**src/rtl/binary_div_pkg.sv**
```systemverilog
// Shared definitions for the sequential restoring divider.
// Holds the FSM state encoding, default width and count-width helper.
package binary_div_pkg;

    // Default operand width, shared with the array multiplier.
    localparam int DIV_N = 4;

    typedef enum logic [1:0] {
        ST_IDLE = 2'd0,
        ST_RUN  = 2'd1,
        ST_DONE = 2'd2
    } div_state_e;

    // Width of the iteration counter: it must hold the value n itself.
    function automatic int cnt_width(input int n);
        return $clog2(n + 1);
    endfunction

    localparam int CW = cnt_width(DIV_N);

endpackage

```
**src/rtl/binary_div_seq_step.sv**
```systemverilog
// One restoring-division iteration, purely combinational.
// Ports: rem/bit_in/b in, rem_next/q_bit out.
module div_step
    import binary_div_pkg::*;
#(
    parameter int N = DIV_N
) (
    input  logic [N-1:0] rem,
    input  logic         bit_in,
    input  logic [N-1:0] b,
    output logic [N-1:0] rem_next,
    output logic         q_bit
);

    logic [N:0] shifted;
    logic [N:0] trial;

    assign shifted = {rem, bit_in};
    assign trial   = shifted - {1'b0, b};

    // trial[N] is the borrow out: set means the divisor did not fit,
    // so the shifted partial remainder is kept unchanged.
    assign q_bit = ~trial[N];

    // When no borrow occurs the difference is below b, so it fits in N bits.
    assign rem_next = trial[N] ? shifted[N-1:0] : trial[N-1:0];

endmodule

```
**src/rtl/binary_div_seq.sv**
```systemverilog
// Sequential unsigned restoring divider, one quotient bit per clock.
// Ports: clk, rst_n, start, A, B in; busy, done, Q, R, div_by_zero out.
module binary_div_seq
    import binary_div_pkg::*;
#(
    parameter int N = DIV_N
) (
    input  logic         clk,
    input  logic         rst_n,
    input  logic         start,
    input  logic [N-1:0] A,
    input  logic [N-1:0] B,
    output logic         busy,
    output logic         done,
    output logic [N-1:0] Q,
    output logic [N-1:0] R,
    output logic         div_by_zero
);

    localparam int CNTW = cnt_width(N);
    localparam logic [CNTW-1:0] CNT_ONE  = CNTW'(1);
    localparam logic [CNTW-1:0] CNT_FULL = CNTW'(N);

    div_state_e      state_q, state_d;
    logic [CNTW-1:0] cnt_q, cnt_d;
    // Dividend bits shift out of the top while quotient bits shift in below.
    logic [N-1:0]    dq_q, dq_d;
    logic [N-1:0]    rem_q, rem_d;
    logic [N-1:0]    dvs_q, dvs_d;
    logic [N-1:0]    q_q, q_d;
    logic [N-1:0]    r_q, r_d;
    logic            dbz_q, dbz_d;

    logic [N-1:0]    step_rem;
    logic            step_q;
    logic [N-1:0]    dq_shift;

    div_step #(
        .N (N)
    ) u_step (
        .rem      (rem_q),
        .bit_in   (dq_q[N-1]),
        .b        (dvs_q),
        .rem_next (step_rem),
        .q_bit    (step_q)
    );

    assign dq_shift = {dq_q[N-2:0], step_q};

    always_comb begin
        state_d = state_q;
        cnt_d   = cnt_q;
        dq_d    = dq_q;
        rem_d   = rem_q;
        dvs_d   = dvs_q;
        q_d     = q_q;
        r_d     = r_q;
        dbz_d   = dbz_q;

        unique case (state_q)
            ST_IDLE, ST_DONE: begin
                if (start) begin
                    if (B == '0) begin
                        // No iterations: publish the divide-by-zero result now.
                        state_d = ST_DONE;
                        cnt_d   = '0;
                        q_d     = '1;
                        r_d     = A;
                        dbz_d   = 1'b1;
                    end else begin
                        state_d = ST_RUN;
                        cnt_d   = CNT_FULL;
                        dq_d    = A;
                        dvs_d   = B;
                        rem_d   = '0;
                    end
                end else begin
                    state_d = ST_IDLE;
                end
            end
            ST_RUN: begin
                rem_d = step_rem;
                dq_d  = dq_shift;
                cnt_d = cnt_q - CNT_ONE;
                if (cnt_q == CNT_ONE) begin
                    state_d = ST_DONE;
                    q_d     = dq_shift;
                    r_d     = step_rem;
                    dbz_d   = 1'b0;
                end
            end
            default: begin
                state_d = ST_IDLE;
            end
        endcase
    end

    always_ff @(posedge clk or negedge rst_n) begin
        if (!rst_n) begin
            state_q <= ST_IDLE;
            cnt_q   <= '0;
            dq_q    <= '0;
            rem_q   <= '0;
            dvs_q   <= '0;
            q_q     <= '0;
            r_q     <= '0;
            dbz_q   <= 1'b0;
        end else begin
            state_q <= state_d;
            cnt_q   <= cnt_d;
            dq_q    <= dq_d;
            rem_q   <= rem_d;
            dvs_q   <= dvs_d;
            q_q     <= q_d;
            r_q     <= r_d;
            dbz_q   <= dbz_d;
        end
    end

    assign busy        = (state_q == ST_RUN);
    assign done        = (state_q == ST_DONE);
    assign Q           = q_q;
    assign R           = r_q;
    assign div_by_zero = dbz_q;

endmodule

```
**config.mk**
```make
export PLATFORM = sky130hd
export DESIGN_NAME = binary_div_seq
export DESIGN_NICKNAME = d
export VERILOG_FILES = /design/src/rtl/binary_div_pkg.sv /design/src/rtl/binary_div_seq_step.sv /design/src/rtl/binary_div_seq.sv
export SDC_FILE = /design/constraint.sdc
export NUM_CORES = 1
export LEC_CHECK = 0
export ABC_AREA = 1
export CAP_MARGIN = 20
export CORE_ASPECT_RATIO = 0.75
export CORE_MARGIN = 8
export CORE_UTILIZATION = 43
export CTS_BUF_LIST = sky130_fd_sc_hd__clkbuf_4
export DETAILED_ROUTE_END_ITERATION = 12
export PLACE_DENSITY = 0.75
export SYNTH_ARGS = -nofsm -noshare
export SYNTH_HDL_FRONTEND = slang
export SYNTH_SLANG_ARGS = --single-unit
```
**constraint.sdc**
```tcl
create_clock -name clk -period 1.7 [get_ports clk]
set_input_delay 0.17 -clock clk [delete_from_list [all_inputs] [get_ports clk]]
set_output_delay 0.17 -clock clk [all_outputs]
set_load 0.005 [all_outputs]
```
**Word-level counts from Yosys, hierarchy flattened**

Cells that the tools add are included.
Widths: inputs -> output; s select.

- Flip-flop bits (word level): 26
- Input port bits: 11
- Output and inout port bits: 11
- Logic and storage cells: 53

- Add/subtract/negate cells: 2
- Eq/ne operators: 7
- Muxes and demuxes: 26
- Bitwise logic cells: 2
- Reductions and logical operators: 8

Operators with widths:

| kind | count |
|---|---|
| $mux 4 | 11 |
| $pmux 4 s2 | 4 |
| $mux 2 | 3 |
| $mux 3 | 2 |
| $ne 2x2->1 const B | 3 |
| $pmux 3 s2 | 1 |
| $reduce_and 3->1 | 2 |
| $sub 5x4->5 | 1 |
| $logic_not 4->1 | 1 |
| $pmux 2 s2 | 1 |
| $reduce_and 4->1 | 1 |
| $eq 3x1->1 const B | 1 |
| $mux 1 | 3 |
| $sub 3x1->3 const B | 1 |
| $eq 2x1->1 const B | 1 |
| $eq 2x2->1 const B | 1 |
| $logic_not 2->1 | 1 |
| $ne 2x1->1 const B | 1 |
| $not 1->1 | 2 |
| $pmux 1 s2 | 1 |
| $reduce_and 2->1 | 1 |
| $reduce_bool 2->1 | 1 |
| $reduce_or 2->1 | 1 |

**Depth between registers and ports, before layout**

Gate-level depths: netlist (run 1).

- Depth in word-level cells: 4
- Depth in mapped cells: 12
- Depth with buffers taken out: 12

**Modules after synthesis**

From an unflattened synthesis (run 1), not the netlist that was laid out.

- Cell total of the unflattened synthesis: 196
- Area, all modules: 1597.8 sq um

Modules (own cells, without submodules):

| module | instances | cells each | area an instance (sq um) | sequential area each (sq um) |
|---|---|---|---|---|
| binary_div_seq | 1 | 147 | 1310.0 | 650.6 |
| div_step | 1 | 49 | 287.8 | 0.0 |

**Least setup slack after synthesis (run 1)**

No wires, ideal clock.

- Kind: reg2reg
- Start: reg dvs_q[0]
- End: reg r_q[3], in the netlist R[3]
- Setup time: 0.113 ns
- Arrival: 1.534 ns
- Required time: 1.587 ns
- Path slack: 0.053 ns
- Stages on the path, launching flop included: 11
- Path buffers: 0
- Clock period less this slack: 1.647 ns
- Cells stage by stage: dfrtp_1 ha_1 fa_1 inv_1 nand3_1 nand3_1 nand2_1 nand3_1 nand3_1 nand2_1 inv_1

- Word-level cells in the longest chain between the ends: 4

Ends and longest elaborated chain:

| what | line | source |
|---|---|---|
| start, declared | binary_div_seq.sv:29 | `logic [N-1:0] dvs_q, dvs_d;` |
| start signal, assigned | binary_div_seq.sv:113 | `dvs_q <= dvs_d;` |
| $sub 5x4->5 | binary_div_seq_step.sv:19 | `assign trial = shifted - {1'b0, b};` |
| $mux 4 | binary_div_seq_step.sv:26 | `assign rem_next = trial[N] ? shifted[N-1:0] : trial[N-1:0];` |
| $mux 4 | binary_div_seq.sv:85 | `if (cnt_q == CNT_ONE) begin` |
| $pmux 4 s2 | binary_div_seq.sv:60 | `unique case (state_q)` |
| end signal, assigned | binary_div_seq.sv:115 | `r_q <= r_d;` |
| end, declared | binary_div_seq.sv:31 | `logic [N-1:0] r_q, r_d;` |

No other way between the ends. The select of a mux whose other input is x is not followed.
A chain may end at the register's enable or synchronous reset.

**Final worst setup path (run 1)**

- Start: reg dvs_q[0]
- End: reg dq_q[0]

- Word-level cells in the longest chain between the ends: 3

Ends and longest elaborated chain:

| what | line | source |
|---|---|---|
| $sub 5x4->5 | binary_div_seq_step.sv:19 |  |
| $not 1->1 | binary_div_seq_step.sv:23 | `assign q_bit = ~trial[N];` |
| $pmux 4 s2 | binary_div_seq.sv:60 |  |
| end signal, assigned | binary_div_seq.sv:111 | `dq_q <= dq_d;` |
| end, declared | binary_div_seq.sv:27 | `logic [N-1:0] dq_q, dq_d;` |

No other way between the ends.

==> metrics, run 1 <==
status=finished with violations; failing checks=setup timing; Worst R2R Start=dvs_q[0]$_DFFE_PN0P_; Setup-failing EPs final=6; Design Area, Final=0.00192 mm^2; Pleak=0.972 nW; pre-CTS WS=-0.0877 ns; largest family of logic cells by synthesized area=simple AND/OR/NAND/NOR gates; Die Y=66.1 um; Ports=22; Iter 0 DRT Violations=51; Hold WC Path Type=in -> async; fin crit period=1.77 ns; layout cells sized above 1=24.8%; CTS Buf Count=3; largest net degree at the start of global routing=27; CP Capture Type=register; PortBufs=21; vias per std cell=5.08; post-DR wirelength/cell=13.8 um; Worst Setup Path Type=reg -> reg; Setup crit start kind=register; Placer Congestion=0.852; Slew HR=77.3%; register bit total from synthesis=26; Initial Utilization=44.4%; clock skew=0.00139 ns; Synth Area in Simple Gates=27.5%; Antenna Violating Nets Remaining=0; global-route wire length before repair=5780 um; CORE AREA=0.00324 mm^2; Detailed Place HPWL=2420 um; post-synthesis adder-cell area fraction=6.60%; Arr. time, crit path=2.04 ns; final hold violation count=0; ys flop type=dfrtp_1; Mapped Cells=175; FFs w/ async S/R, synth=100%; final WL=3450 um; drt drc=0; syn avg cell area=8.23 um^2; mux contribution to synthesized area=3.39%; Post-CTS Hold Buffers=0; reg-to-reg setup timing slack=-0.07 ns; Final Max Tran Viols=0; Inst Count DP=241; htree depth=1; nets=229; Warnings, synthesis=0; diode count=0; Syn Nets=193; initial antenna violation count=0; Setup WS post-layout=-0.0703 ns; TritonRoute pass-1 iters=4; Post-DP Area=0.00173 mm^2; max_cap viols=0; Compound-Gate Fraction of Synth Area=7.30%; Overflow after GRT=0; Post-Synth XOR/XNOR Area=0.608%; reg2reg end=dq_q[0]$_DFFE_PN0P_; Crit path required time=1.96 ns; r2r worst-path depth=10; Netlist Area Pre-Place=0.00144 mm^2; Clk pin slew, worst setup/hold paths=0.14 ns; CP Max Fanout=5; clk_lat worst skew=0.33 ns; non-filler cells, final=250; Layout area overhead=33.2%; Core Rows=18; CTS tree=built; measured slew at the worst slew-check pin=0.340 ns; Power Dens Cells=2060 mW/mm^2; clk sink count=26; die area=0.00548 mm^2; Final Cycle Share=104%; RSZ-0062 raised after global routing=yes; Chip Width=82.8 um; via count=1269; clk root buf=clkbuf_4; Tot GR Track Use=12.9%; Cell variety after synth=24; maximum clock path buffer count=2; highest clock rate=565 MHz; total power=0.00396 W; number of global-route vias before repair=1278; Peak VDD IR=876 uV; EDFF count, synth=0; Core Util, Final=59.1%; sequential element share of the synthesized area=45.2%
[state kept, by name, summed over array words and instances, names as in the netlist]
| name | count |
|---|---|
| Q | 4 |
| R | 4 |
| dq_q | 4 |
| dvs_q | 4 |
| rem_q | 4 |
| cnt_q | 3 |
| state_q | 2 |
| div_by_zero | 1 |
[how the worst max path moves through the flow]
stage	start	end	slack, ns	depth (start not counted)
global route	dvs_q[0]$_DFFE_PN0P_	dq_q[0]$_DFFE_PN0P_	-0.16	10
finish	dvs_q[0]$_DFFE_PN0P_	dq_q[0]$_DFFE_PN0P_	-0.07	10
detailed placement	dvs_q[0]$_DFFE_PN0P_	R[2]$_DFFE_PN0P_	-0.09	10
global placement	dvs_q[0]$_DFFE_PN0P_	R[1]$_DFFE_PN0P_	-0.04	11
floorplan	dvs_q[0]$_DFFE_PN0P_	R[3]$_DFFE_PN0P_	0.05	10
CTS	state_q[0]$_DFFE_PN0N_	done	0.001	3
[cells in the final DEF, fill, tap and decap left out, types with 10 or more instances in the layout]
cell type and n:
inv_1 24, dfrtp_1 26, nor2_1 21, clkdlybuf4s50_1 19, a21oi_1 10, nand3_1 11, buf_4 12, nand2_1 26
nand3_2 14
[routing by layer]
| metal | part of all wire, % | GRT usage (%) | vias up | routed length (um) |
|---|---|---|---|---|
| li1 | - | - | 623 | - |
| met1 | 48 | 16.5 | 604 | 1670 |
| met2 | 45 | 20.2 | 38 | 1540 |
| met3 | 5.8 | 3.57 | 4 | 199 |
| met4 | 1.2 | 4.80 | 0 | 43 |
| met5 | 0 | 0 | - | 0 |
[cells in the mapped netlist (2+ instances only)]
master    n  area (um^2)
nand3_1  25          125
inv_1    26         97.6
nand2_2   2         12.5
a21oi_1  10         50.1
nor2_1   21         78.8
or2_1     4         25.0
buf_6     2         22.5
mux2_2    3         33.8
inv_2     3         11.3
nand2_1  31          116
o21ai_0   5         25.0
dfrtp_1  26          651
ha_1      6         75.1
[cell families after synthesis]
kind of cell,count (synthesis)
mux,4
buf+inv,32
fa+ha+maj,7
xor+xnor,1
compound gates,19
flops,26
simple gates,86
[repair_timing]
action	in CTS	in global routing
endpoints found under the setup margin	10	12
pin swaps	4	6
gates resized for setup	7	23
setup buffers	3	2
endpoints found under the hold margin	0	0
[where the power goes]
part	internal [W]	switching, W	leakage (nW)
Clock	0.0000864	0.000194	0.0154
Sequential	0.000908	0.000189	0.304
Combinational	0.00117	0.00141	0.652
[worst max-delay path, cell delays in order (launching register included)]
cell	delay (ns)
dfrtp_1	0.43
ha_4	0.18
fa_2	0.39
inv_2	0.08
nand2_2	0.05
nand2_2	0.08
nand3_2	0.09
nand2_4	0.11
buf_6	0.11
nand2_4	0.04
a22oi_2	0.14
[metrics by stage]
stage,hold WS (ns),setup TNS (ns)
2_1_floorplan,-0.126,0
3_3_place_gp,0.476,-0.120
3_5_place_dp,0.480,-0.381
4_1_cts,0.194,0
5_1_grt,0.201,-0.961
6_report,0.184,-0.204
[final cells by class]
cell class | instances | area, um^2
clock inverter | 1 | 3.75
tap | 40 | 50.0
timing repair buffer | 34 | 317
multi-input combinational | 117 | 766
clock buffer | 3 | 22.5
sequential | 26 | 651
inverter | 29 | 109
fill | 306 | 1330
Power figures use the tool's default switching activity.
==> run 2: changes to the inputs <==
PLACE_DENSITY = 0.73   (was 0.75)
clock period = 2.1 ns   (was 1.7 ns; I/O delays follow)
==> metrics, run 2 (synthesis gave the netlist of run 1 again) <==
largest net degree at the start of global routing=27; max_cap viols=0; Chip Width=82.8 um; TritonRoute pass-1 iters=4; CORE AREA=0.00324 mm^2; via count=1153; CTS Buf Count=3; Tot GR Track Use=12.6%; Peak VDD IR=654 uV; layout cells sized above 1=9.60%; CP Capture Type=register; Crit path required time=2.35 ns; Placer Congestion=0.817; reg-to-reg setup timing slack=0.22 ns; fin crit period=1.88 ns; Worst R2R Start=dvs_q[0]$_DFFE_PN0P_; status=completed; clock skew=0.00841 ns; Arr. time, crit path=2.13 ns; Slew HR=78.0%; global-route wire length before repair=5710 um; commonest non-fill, non-tap cell in the layout=nand2_1; Setup crit start kind=register; nets=217; final hold violation count=0; Ports=22; CTS tree=built; Final Max Tran Viols=0; Worst Setup Path Type=reg -> reg; clk root buf=clkbuf_4; drt drc=0; measured slew at the worst slew-check pin=0.330 ns; reg2reg end=R[3]$_DFFE_PN0P_; Iter 0 DRT Violations=91; commonest cells after routing, fill and taps aside=nand2_1 (30), dfrtp_1 (26), inv_1 (26); die area=0.00548 mm^2; setup tns final=0 ns; initial antenna violation count=0; Antenna Violating Nets Remaining=0; highest clock rate=531 MHz; Core Util, Final=53.5%; Core Rows=18; Setup-failing EPs final=0; number of global-route vias before repair=1216; CP Max Fanout=5; htree depth=1; clk_lat worst skew=0.34 ns; vias per std cell=4.84; Pleak=0.875 nW; Hold WC Path Type=in -> async; clk sink count=26; PortBufs=21; Layout area overhead=20.5%; Power Dens Cells=1640 mW/mm^2; maximum clock path buffer count=2; diode count=0; Final Cycle Share=89.6%; post-DR wirelength/cell=13.2 um; Post-CTS Hold Buffers=0; Clk pin slew, worst setup/hold paths=0.15 ns; final WL=3140 um; Initial Utilization=44.4%; Overflow after GRT=0; post-CTS resize count=0; post-CTS setup buffer count=0; RSZ-0062 raised after global routing=no; Die Y=66.1 um; r2r worst-path depth=10; Detailed Place HPWL=2390 um
## run 2: cell count changes in the layout (fill, tap and decap cells not counted), sizes merged
cell | previous run | this run
clkinv | 1 | 0
clkdlybuf4s50 | 19 | 21
buf | 13 | 1
bufinv | 0 | 1
dlymetal6s2s | 2 | 0
## run 2: power breakdown
group	switching (W)	internal, W	leakage [nW]
sequential	0.000147	0.000735	0.304
combinational	0.000929	0.000675	0.542
clock	0.000164	0.000193	0.0279
total	0.00124	0.00160	0.875
## run 2: layer usage
metal  vias to the layer above  GRT usage, %  share of wire [%]
met5                         -             0                  0
met4                         0          5.02                1.4
met3                         4          3.20                5.5
met2                        27          18.6                 41
met1                       518          17.2                 52
li1                        604             -                  -
## run 2: through the flow
step | setup WS, ns | hold WS, ns | instances | area [um^2] | total power (W)
global placement | 0.304 | 0.477 | 234 | 1680 | 0.00245
finish | 0.218 | 0.215 | 238 | 1740 | 0.00284
CTS | 0.215 | 0.233 | 238 | 1730 | 0.00286
floorplan | 0.453 | -0.0856 | 175 | 1440 | 0.00204
detailed placement | 0.237 | 0.482 | 234 | 1680 | 0.00249
global route | 0.0294 | 0.255 | 238 | 1740 | 0.00315
## run 2: how the worst max path moves through the flow
stage	slack, ns	to	start	depth (start not counted)
floorplan	0.45	R[3]$_DFFE_PN0P_	dvs_q[0]$_DFFE_PN0P_	10
global placement	0.30	R[0]$_DFFE_PN0P_	dvs_q[0]$_DFFE_PN0P_	11
detailed placement	0.24	R[1]$_DFFE_PN0P_	dvs_q[0]$_DFFE_PN0P_	10
CTS	0.22	R[1]$_DFFE_PN0P_	dvs_q[0]$_DFFE_PN0P_	11
global route	0.03	R[2]$_DFFE_PN0P_	dvs_q[0]$_DFFE_PN0P_	11
finish	0.22	R[3]$_DFFE_PN0P_	dvs_q[0]$_DFFE_PN0P_	10
## run 2: critical path, stage by stage, from the launching register on
cell     delay (ns)
dfrtp_1        0.43
ha_1           0.24
fa_1           0.40
inv_1          0.09
nand3_1        0.10
nand3_1        0.11
nand2_1        0.14
nand3_1        0.12
nand3_1        0.08
nand2_1        0.06
inv_1          0.04
## run 2: area by class of cell
class,instances,area (um^2)
Fill cell,334,1510
Multi-Input combinational cell,117,656
Sequential cell,26,651
Timing Repair Buffer,22,218
Inverter,29,109
Tap cell,40,50.0
Clock inverter,1,30.0
Clock buffer,3,22.5
